$ cat src/rtl/result_sram_arbiter_if.sv
// Result SRAM arbiter bus: macro/SFU handshakes and SRAM port.
// master = requesters/SRAM side, slave = arbiter side.
interface result_sram_arbiter_if #(
  parameter int NUM_REQ = 8,
  parameter int ADDR_W  = 32
);
  logic [NUM_REQ-1:0] mac_req;
  logic [NUM_REQ-1:0] mac_gnt;
  logic               sfu_req;
  logic [ADDR_W-1:0]  sfu_addr;
  logic               sfu_gnt;
  logic               sfu_rdata_valid;
  logic [NUM_REQ:0]   rs_web;
  logic [ADDR_W-1:0]  rs_write_addr;
  logic [ADDR_W-1:0]  rs_sfu_read_addr;

  modport slave (
    input  mac_req,
    input  sfu_req,
    input  sfu_addr,
    output mac_gnt,
    output sfu_gnt,
    output sfu_rdata_valid,
    output rs_web,
    output rs_write_addr,
    output rs_sfu_read_addr
  );

  modport master (
    output mac_req,
    output sfu_req,
    output sfu_addr,
    input  mac_gnt,
    input  sfu_gnt,
    input  sfu_rdata_valid,
    input  rs_web,
    input  rs_write_addr,
    input  rs_sfu_read_addr
  );
endinterface

$ cat src/rtl/result_sram_arbiter.sv
// Round-robin arbiter for the shared result SRAM port (macros + SFU).
// Optional SFU_PRIORITY_EN: SFU beats all macros, rr covers macros only.
module result_sram_arbiter #(
  parameter int NUM_REQ  = 8,
  parameter int ADDR_W   = 32,
  parameter int RMC_W    = 16,
  parameter int READ_LAT = 1
) (
  input  logic               clk,
  input  logic               RSTn,
  input  logic [RMC_W-1:0]   rmc_of_each_macro,
  input  logic               clr_stats,
  output logic [31:0]        num_of_wm,
  output logic [31:0]        result_memory_usage,
  output logic               busy,
  result_sram_arbiter_if.slave bus
);

  localparam int NS = NUM_REQ + 1;
`ifdef SFU_PRIORITY_EN
  localparam int   NRR = NUM_REQ;
  localparam logic PRI = 1'b1;
`else
  localparam int   NRR = NS;
  localparam logic PRI = 1'b0;
`endif
  localparam int PW = $clog2(NS);
  localparam int IW = (NUM_REQ > 1) ? $clog2(NUM_REQ) : 1;
  localparam int CW = (READ_LAT > 1) ? $clog2(READ_LAT) : 1;

  localparam logic [PW-1:0] L_LAST = PW'(NRR - 1);
  localparam logic [PW:0]   L_NRR  = (PW+1)'(NRR);
  localparam logic [PW-1:0] L_SFU  = PW'(NUM_REQ);
  localparam logic [CW-1:0] L_CNT  = CW'(READ_LAT - 1);

  localparam logic [1:0] S_IDLE  = 2'd0;
  localparam logic [1:0] S_WRITE = 2'd1;
  localparam logic [1:0] S_READ  = 2'd2;
  localparam logic [1:0] S_WAIT  = 2'd3;

  logic [1:0]         r_state;
  logic [PW-1:0]      r_rr;
  logic [IW-1:0]      r_idx;
  logic [CW-1:0]      r_cnt;
  logic [NUM_REQ-1:0] r_written;
  logic [31:0]        r_num;
  logic [31:0]        r_usage;
  logic [ADDR_W-1:0]  r_waddr;
  logic [ADDR_W-1:0]  r_raddr;

  logic [NS-1:0]      w_cand;
  logic [PW:0]        w_s;
  logic               w_found;
  logic [PW-1:0]      w_win;
  logic [PW-1:0]      w_rr_nxt;
  logic               w_sfu_pri;
  logic               w_go_read;
  logic               w_go_write;
  logic               w_any;
  logic               w_idle;
  logic               w_wr;
  logic               w_rd;
  logic [NUM_REQ-1:0] w_gnt;
  logic [ADDR_W-1:0]  w_waddr;
  logic [31:0]        w_use;

  assign w_cand = {bus.sfu_req, bus.mac_req};

  // first requesting slot at or after r_rr, wrapping over NRR slots
  always_comb begin
    w_s     = '0;
    w_found = 1'b0;
    w_win   = '0;
    for (int k = 0; k < NRR; k++) begin
      w_s = {1'b0, r_rr} + (PW+1)'(k);
      if (w_s >= L_NRR)
        w_s = w_s - L_NRR;
      if (!w_found && w_cand[w_s[PW-1:0]]) begin
        w_found = 1'b1;
        w_win   = w_s[PW-1:0];
      end
    end
  end

  assign w_sfu_pri  = PRI & bus.sfu_req;
  assign w_go_read  = w_sfu_pri |
                      (w_found & (w_win == L_SFU));
  assign w_go_write = ~w_sfu_pri & w_found &
                      (w_win != L_SFU);
  assign w_any      = w_go_read | w_go_write;
  assign w_rr_nxt   = (w_win == L_LAST) ? '0
                                        : w_win + 1'b1;

  assign w_idle = (r_state == S_IDLE);
  assign w_wr   = (r_state == S_WRITE);
  assign w_rd   = (r_state == S_READ);

  assign w_gnt   = w_wr ? (NUM_REQ'(1'b1) << r_idx) : '0;
  assign w_waddr = ADDR_W'(r_idx) *
                   ADDR_W'(rmc_of_each_macro);
  assign w_use   = r_num * 32'(rmc_of_each_macro);

  assign bus.mac_gnt          = w_gnt;
  assign bus.sfu_gnt          = w_rd;
  assign bus.rs_web           = {w_rd, w_gnt};
  assign bus.rs_write_addr    = w_wr ? w_waddr : r_waddr;
  assign bus.rs_sfu_read_addr = w_rd ? bus.sfu_addr
                                     : r_raddr;
  assign bus.sfu_rdata_valid  = (r_state == S_WAIT) &&
                                (r_cnt == '0);

  assign num_of_wm           = r_num;
  assign result_memory_usage = r_usage;
  assign busy                = ~w_idle;

  always_ff @(posedge clk) begin
    if (!RSTn) begin
      r_state <= S_IDLE;
      r_rr    <= '0;
      r_idx   <= '0;
      r_cnt   <= '0;
      r_waddr <= '0;
      r_raddr <= '0;
    end else begin
      unique case (r_state)
        S_IDLE: begin
          unique case (1'b1)
            w_go_read:  r_state <= S_READ;
            w_go_write: begin
              r_state <= S_WRITE;
              r_idx   <= w_win[IW-1:0];
            end
            default:    r_state <= S_IDLE;
          endcase
        end
        S_WRITE: begin
          r_state <= S_IDLE;
          r_waddr <= w_waddr;
        end
        S_READ: begin
          r_state <= S_WAIT;
          r_cnt   <= L_CNT;
          r_raddr <= bus.sfu_addr;
        end
        S_WAIT: begin
          if (r_cnt == '0)
            r_state <= S_IDLE;
          else
            r_cnt <= r_cnt - 1'b1;
        end
        default: r_state <= S_IDLE;
      endcase
      // SFU grants leave the pointer alone in priority mode
      if (w_idle &&
          (w_go_write || (w_go_read && !PRI)))
        r_rr <= w_rr_nxt;
    end
  end

  always_ff @(posedge clk) begin
    if (!RSTn || clr_stats) begin
      r_written <= '0;
      r_num     <= '0;
      r_usage   <= '0;
    end else begin
      if (w_wr && !r_written[r_idx]) begin
        r_written[r_idx] <= 1'b1;
        r_num            <= r_num + 32'd1;
      end
      if (w_idle && !w_any && (w_use > r_usage))
        r_usage <= w_use;
    end
  end

endmodule

$ cat src/flat_wrapper.sv
// flat-port wrapper written by rule: the top's interface ports become plain ports
module result_sram_arbiter_flat 
#(
  parameter int NUM_REQ  = 8,
  parameter int ADDR_W   = 32,
  parameter int RMC_W    = 16,
  parameter int READ_LAT = 1
)
  (clk, RSTn, rmc_of_each_macro, clr_stats, num_of_wm, result_memory_usage, busy, bus_mac_req, bus_sfu_req, bus_sfu_addr, bus_mac_gnt, bus_sfu_gnt, bus_sfu_rdata_valid, bus_rs_web, bus_rs_write_addr, bus_rs_sfu_read_addr);
  result_sram_arbiter_if #(.NUM_REQ(NUM_REQ), .ADDR_W(ADDR_W)) bus_i ();
  input  logic clk;
  input  logic RSTn;
  input  logic [RMC_W-1:0] rmc_of_each_macro;
  input  logic clr_stats;
  output logic [31:0] num_of_wm;
  output logic [31:0] result_memory_usage;
  output logic busy;
  input wire logic [$bits(bus_i.mac_req)-1:0] bus_mac_req;
  input wire logic [$bits(bus_i.sfu_req)-1:0] bus_sfu_req;
  input wire logic [$bits(bus_i.sfu_addr)-1:0] bus_sfu_addr;
  output wire logic [$bits(bus_i.mac_gnt)-1:0] bus_mac_gnt;
  output wire logic [$bits(bus_i.sfu_gnt)-1:0] bus_sfu_gnt;
  output wire logic [$bits(bus_i.sfu_rdata_valid)-1:0] bus_sfu_rdata_valid;
  output wire logic [$bits(bus_i.rs_web)-1:0] bus_rs_web;
  output wire logic [$bits(bus_i.rs_write_addr)-1:0] bus_rs_write_addr;
  output wire logic [$bits(bus_i.rs_sfu_read_addr)-1:0] bus_rs_sfu_read_addr;
  assign bus_i.mac_req = bus_mac_req;
  assign bus_i.sfu_req = bus_sfu_req;
  assign bus_i.sfu_addr = bus_sfu_addr;
  assign bus_mac_gnt = bus_i.mac_gnt;
  assign bus_sfu_gnt = bus_i.sfu_gnt;
  assign bus_sfu_rdata_valid = bus_i.sfu_rdata_valid;
  assign bus_rs_web = bus_i.rs_web;
  assign bus_rs_write_addr = bus_i.rs_write_addr;
  assign bus_rs_sfu_read_addr = bus_i.rs_sfu_read_addr;
  result_sram_arbiter #(.NUM_REQ(NUM_REQ), .ADDR_W(ADDR_W), .RMC_W(RMC_W), .READ_LAT(READ_LAT)) u_core (.clk(clk), .RSTn(RSTn), .rmc_of_each_macro(rmc_of_each_macro), .clr_stats(clr_stats), .num_of_wm(num_of_wm), .result_memory_usage(result_memory_usage), .busy(busy), .bus(bus_i));
endmodule
$ cat config.mk
export PLATFORM = sky130hd
export DESIGN_NAME = result_sram_arbiter_flat
export DESIGN_NICKNAME = d
export VERILOG_FILES = /design/src/rtl/result_sram_arbiter_if.sv /design/src/rtl/result_sram_arbiter.sv /design/src/flat_wrapper.sv
export SDC_FILE = /design/constraint.sdc
export NUM_CORES = 1
export LEC_CHECK = 0
export ABC_AREA = 1
export CORE_UTILIZATION = 30
export CTS_CLUSTER_SIZE = 14
export DETAILED_ROUTE_END_ITERATION = 10
export SYNTH_ARGS = -nofsm -noshare
export SYNTH_HDL_FRONTEND = slang
export SYNTH_SLANG_ARGS = --single-unit
$ cat constraint.sdc
create_clock -name clk -period 18.5 [get_ports clk]
set_clock_uncertainty 0.2 [all_clocks]
set_input_delay 2.775 -clock clk [delete_from_list [all_inputs] [get_ports clk]]
set_output_delay 2.775 -clock clk [all_outputs]
set_load 0.01 [all_outputs]
==> results.json <==
{
  "status": "finished with violations",
  "violations": "DRC",
  "die_x_um": 275,
  "holdWs_ns": 0.243,
  "post_drt_wl_per_cell_um": 15.0,
  "insertion_delay_ns": 0.45,
  "slew_violations": 0,
  "slew_headroom_pct": 18.4,
  "start_util_pct": 30.4,
  "whs_endpoint": "u_core.r_waddr[23]",
  "path_class": "in2reg",
  "core_area_um2": 73200,
  "nFillCells": 7813,
  "syn_area_um2": 22300,
  "syn_avg_cell_area_um2": 7.10,
  "worstHoldPathCells": 2,
  "clock_sinks": 145,
  "die_area_um2": 75400,
  "netlist_instances": 3141,
  "yosys_register_bits": 145,
  "routed_via_density": 4.55,
  "cp_slowest_cell": "nor3_4",
  "max_freq_mhz": 84.1,
  "total_power_mw": 1.93,
  "reg2reg_slack_ns": 8.75,
  "drt_first_pass_iters": 8,
  "worst_pin_slew_ns": 1.22,
  "seq_power_share_pct": 19.8,
  "totalWireLength_um": 63400,
  "p_leak_nw": 13.3,
  "hold_viol": 0,
  "crit_family": "adder cells",
  "drc_errors": 9,
  "maxCapViolCount": 0,
  "r2r-start": "u_core.num_of_wm[6]",
  "ys_types": 58,
  "regArea_um2": 2900,
  "grt_overflow": 0,
  "peakVddDrop_v": 0.0000576,
  "numCtsBuffers": 17,
  "intPower_mw": 0.981,
  "powerDensity_nw_per_um2": 74.9,
  "cts_buffer_depth": 2,
  "yosysWarnings": 0,
  "power_frac_comb_pct": 61.7,
  "grt_usage_pct": 17.1,
  "num_io_pins": 208,
  "cts_resized": 0,
  "p_sw_mw": 0.948,
  "rsz0062_at_grt": "false",
  "worstSetupEndpointType": "flop",
  "cts_root_buf": "clkbuf_16",
  "cts_tree": "done",
  "drt-initial-drc-count": 1230,
  "worstPathArrival_ns": 12.00,
  "layout-drive-gt1-share_pct": 5.63,
  "finalWeightedCongestion": 0.923,
  "synth_area_leaders": "fa_1 29%, inv_1 13%, nand2_1 13%",
  "antenna_left": 0,
  "ff2ff_path_depth": 38,
  "setup-tns-final_ns": 0,
  "cp_data_required_time_ns": 18.61,
  "die_h_um": 275,
  "fin_nets": 3770,
  "final.min_clock_period_ns": 11.89,
  "cp.buffers_inverters": 8,
  "critPathMaxFanout": 42,
  "yosysTopAreaCellShare_pct": 28.7,
  "p_clk_share_pct": 18.5,
  "finalCritPeriodShare_pct": 64.3,
  "seq_area_frac_synth_pct": 13.0,
  "num_vias": 19200,
  "reg2reg_to": "u_core.result_memory_usage[6]",
  "max_stage_delay_ns": 0.63,
  "grt_max_degree": 69,
  "p_sw_share_pct": 49.1,
  "clkTransAtPathRegs_ns": 0.07,
  "multi_input_area_um2": 15700,
  "grt_pass1_vias": 18900,
  "synth_area_leader_cell": "fa_1",
  "antenna_found_initial": 0,
  "htree_levels": 4,
  "hp-class": "reg2reg",
  "critPathLaunchType": "input pin",
  "syn_nets": 3658,
  "ctsHoldBuffers": 0,
  "post-cts-setup-buffers": 0,
  "hold_start": "u_core.r_waddr[23]",
  "grt_first_pass_wirelength_um": 102000,
  "portBuffers": 207,
  "place_hpwl_um": 48500,
  "n_antenna_cell": 0,
  "crit_top_cell": "nand2_1",
  "setup_violations": 0,
  "num_rows": 99,
  "syn2layout_area_growth_pct": 15.6
}
==> layer usage <==
metal | vias to the layer above | share of wire, % | GRT usage [%]
met5 | - | 0 | 0
li1 | 9454 | - | -
met1 | 9238 | 46 | 23.2
met2 | 486 | 47 | 28.6
met3 | 54 | 5.9 | 3.03
met4 | 0 | 1.3 | 3.11
==> cells in the mapped netlist (all sizes together) <==
library cell / number
buf: 40
or2: 34
a2bb2oi: 1
nor3b: 1
a41oi: 1
inv: 806
nand3b: 3
o21bai: 4
nor2: 146
o21ai: 132
a21oi: 133
a31oi: 7
o22ai: 2
a211oi: 7
clkbuf: 105
nand4: 17
nand3: 114
a22oi: 1
and2: 2
fa: 319
xor2: 55
o31ai: 2
o2111ai: 2
o21ba: 1
nor4: 7
a21o: 4
xnor2: 28
ha: 138
o21a: 6
nor3: 39
clkinv: 6
o211ai: 18
a21boi: 6
dfxtp: 145
nand2: 809
==> worst register-to-register path, delay by kind of cell, from the launching register on <==
kind	cells	cell delay (ns)
simple gates	11	1.67
compound gates	11	2.17
fa+ha+maj	8	3.46
flops	1	1.13
buf+inv	8	0.98
==> registers in the layout, summed over array words and instances, names as in the netlist <==
register / cells
u_core.num_of_wm: 32
u_core.r_waddr: 32
u_core.r_state: 2
u_core.r_written: 8
u_core.r_rr: 4
u_core.r_idx: 3
u_core.result_memory_usage: 32
u_core.r_raddr: 32
==> stage by stage <==
stage          instances  instance area, um^2  utilization (%)  worst slack (ns)
2_1_floorplan       3141                22300                -              8.03
3_3_place_gp        4193                25200             34.4              6.28
3_5_place_dp        4193                25200             34.4              6.16
4_1_cts             4225                25800             35.2              6.61
5_1_grt             4225                25800             35.2              5.69
6_report            4225                25800             35.2              6.61
==> logic make-up after synthesis <==
group	after synthesis	share of synthesized area, %
and+or+nand+nor	1172	22.5
buffers and inverters	957	16.5
xor gates and xnor gates	83	3.40
adders and majority gates	457	36.4
AOI/OAI and AO/OA	327	8.17
DFF	145	13.0
==> area by class of cell <==
| class | instances | share of cell area, % |
|---|---|---|
| clock buffers | 21 | 1.83 |
| clock inverters | 11 | 0.457 |
| inverters | 812 | 11.8 |
| multi-input cells | 2039 | 61.0 |
| flip-flops and latches | 145 | 11.3 |
| well taps | 959 | 4.66 |
| repair buffers | 238 | 8.93 |
==> power by group through the flow <==
stage | Combinational [mW] | Sequential [mW] | Clock [mW]
after floorplan | 0.831 | 0.369 | 0
after global placement | 1.17 | 0.389 | 0
after detailed placement | 1.18 | 0.390 | 0
after CTS | 1.19 | 0.383 | 0.367
after global routing | 1.33 | 0.387 | 0.380
final | 1.19 | 0.383 | 0.357
==> cell usage in the layout (no fill, tap or decap), types with 18 or more instances in the layout <==
master	count
inv_1	785
xnor2_1	28
nand3_1	109
inv_2	21
nor3_1	35
o211ai_1	18
or2_2	34
buf_4	31
o21ai_0	114
nor2_1	129
fa_1	319
nand2_1	785
dfxtp_1	145
clkdlybuf4s50_1	206
ha_1	138
xor2_1	51
nand2_2	21
a21oi_1	130
==> worst max-delay path by stage <==
stage                              start                              to  depth (start not counted)
floorplan           rmc_of_each_macro[2]  u_core.result_memory_usage[10]                         39
global placement    rmc_of_each_macro[3]  u_core.result_memory_usage[18]                         38
detailed placement  rmc_of_each_macro[3]   u_core.result_memory_usage[6]                         38
CTS                 rmc_of_each_macro[3]   u_core.result_memory_usage[6]                         38
global route        rmc_of_each_macro[3]  u_core.result_memory_usage[17]                         38
finish              rmc_of_each_macro[3]   u_core.result_memory_usage[6]                         38
(Power assumes the default switching activity.)
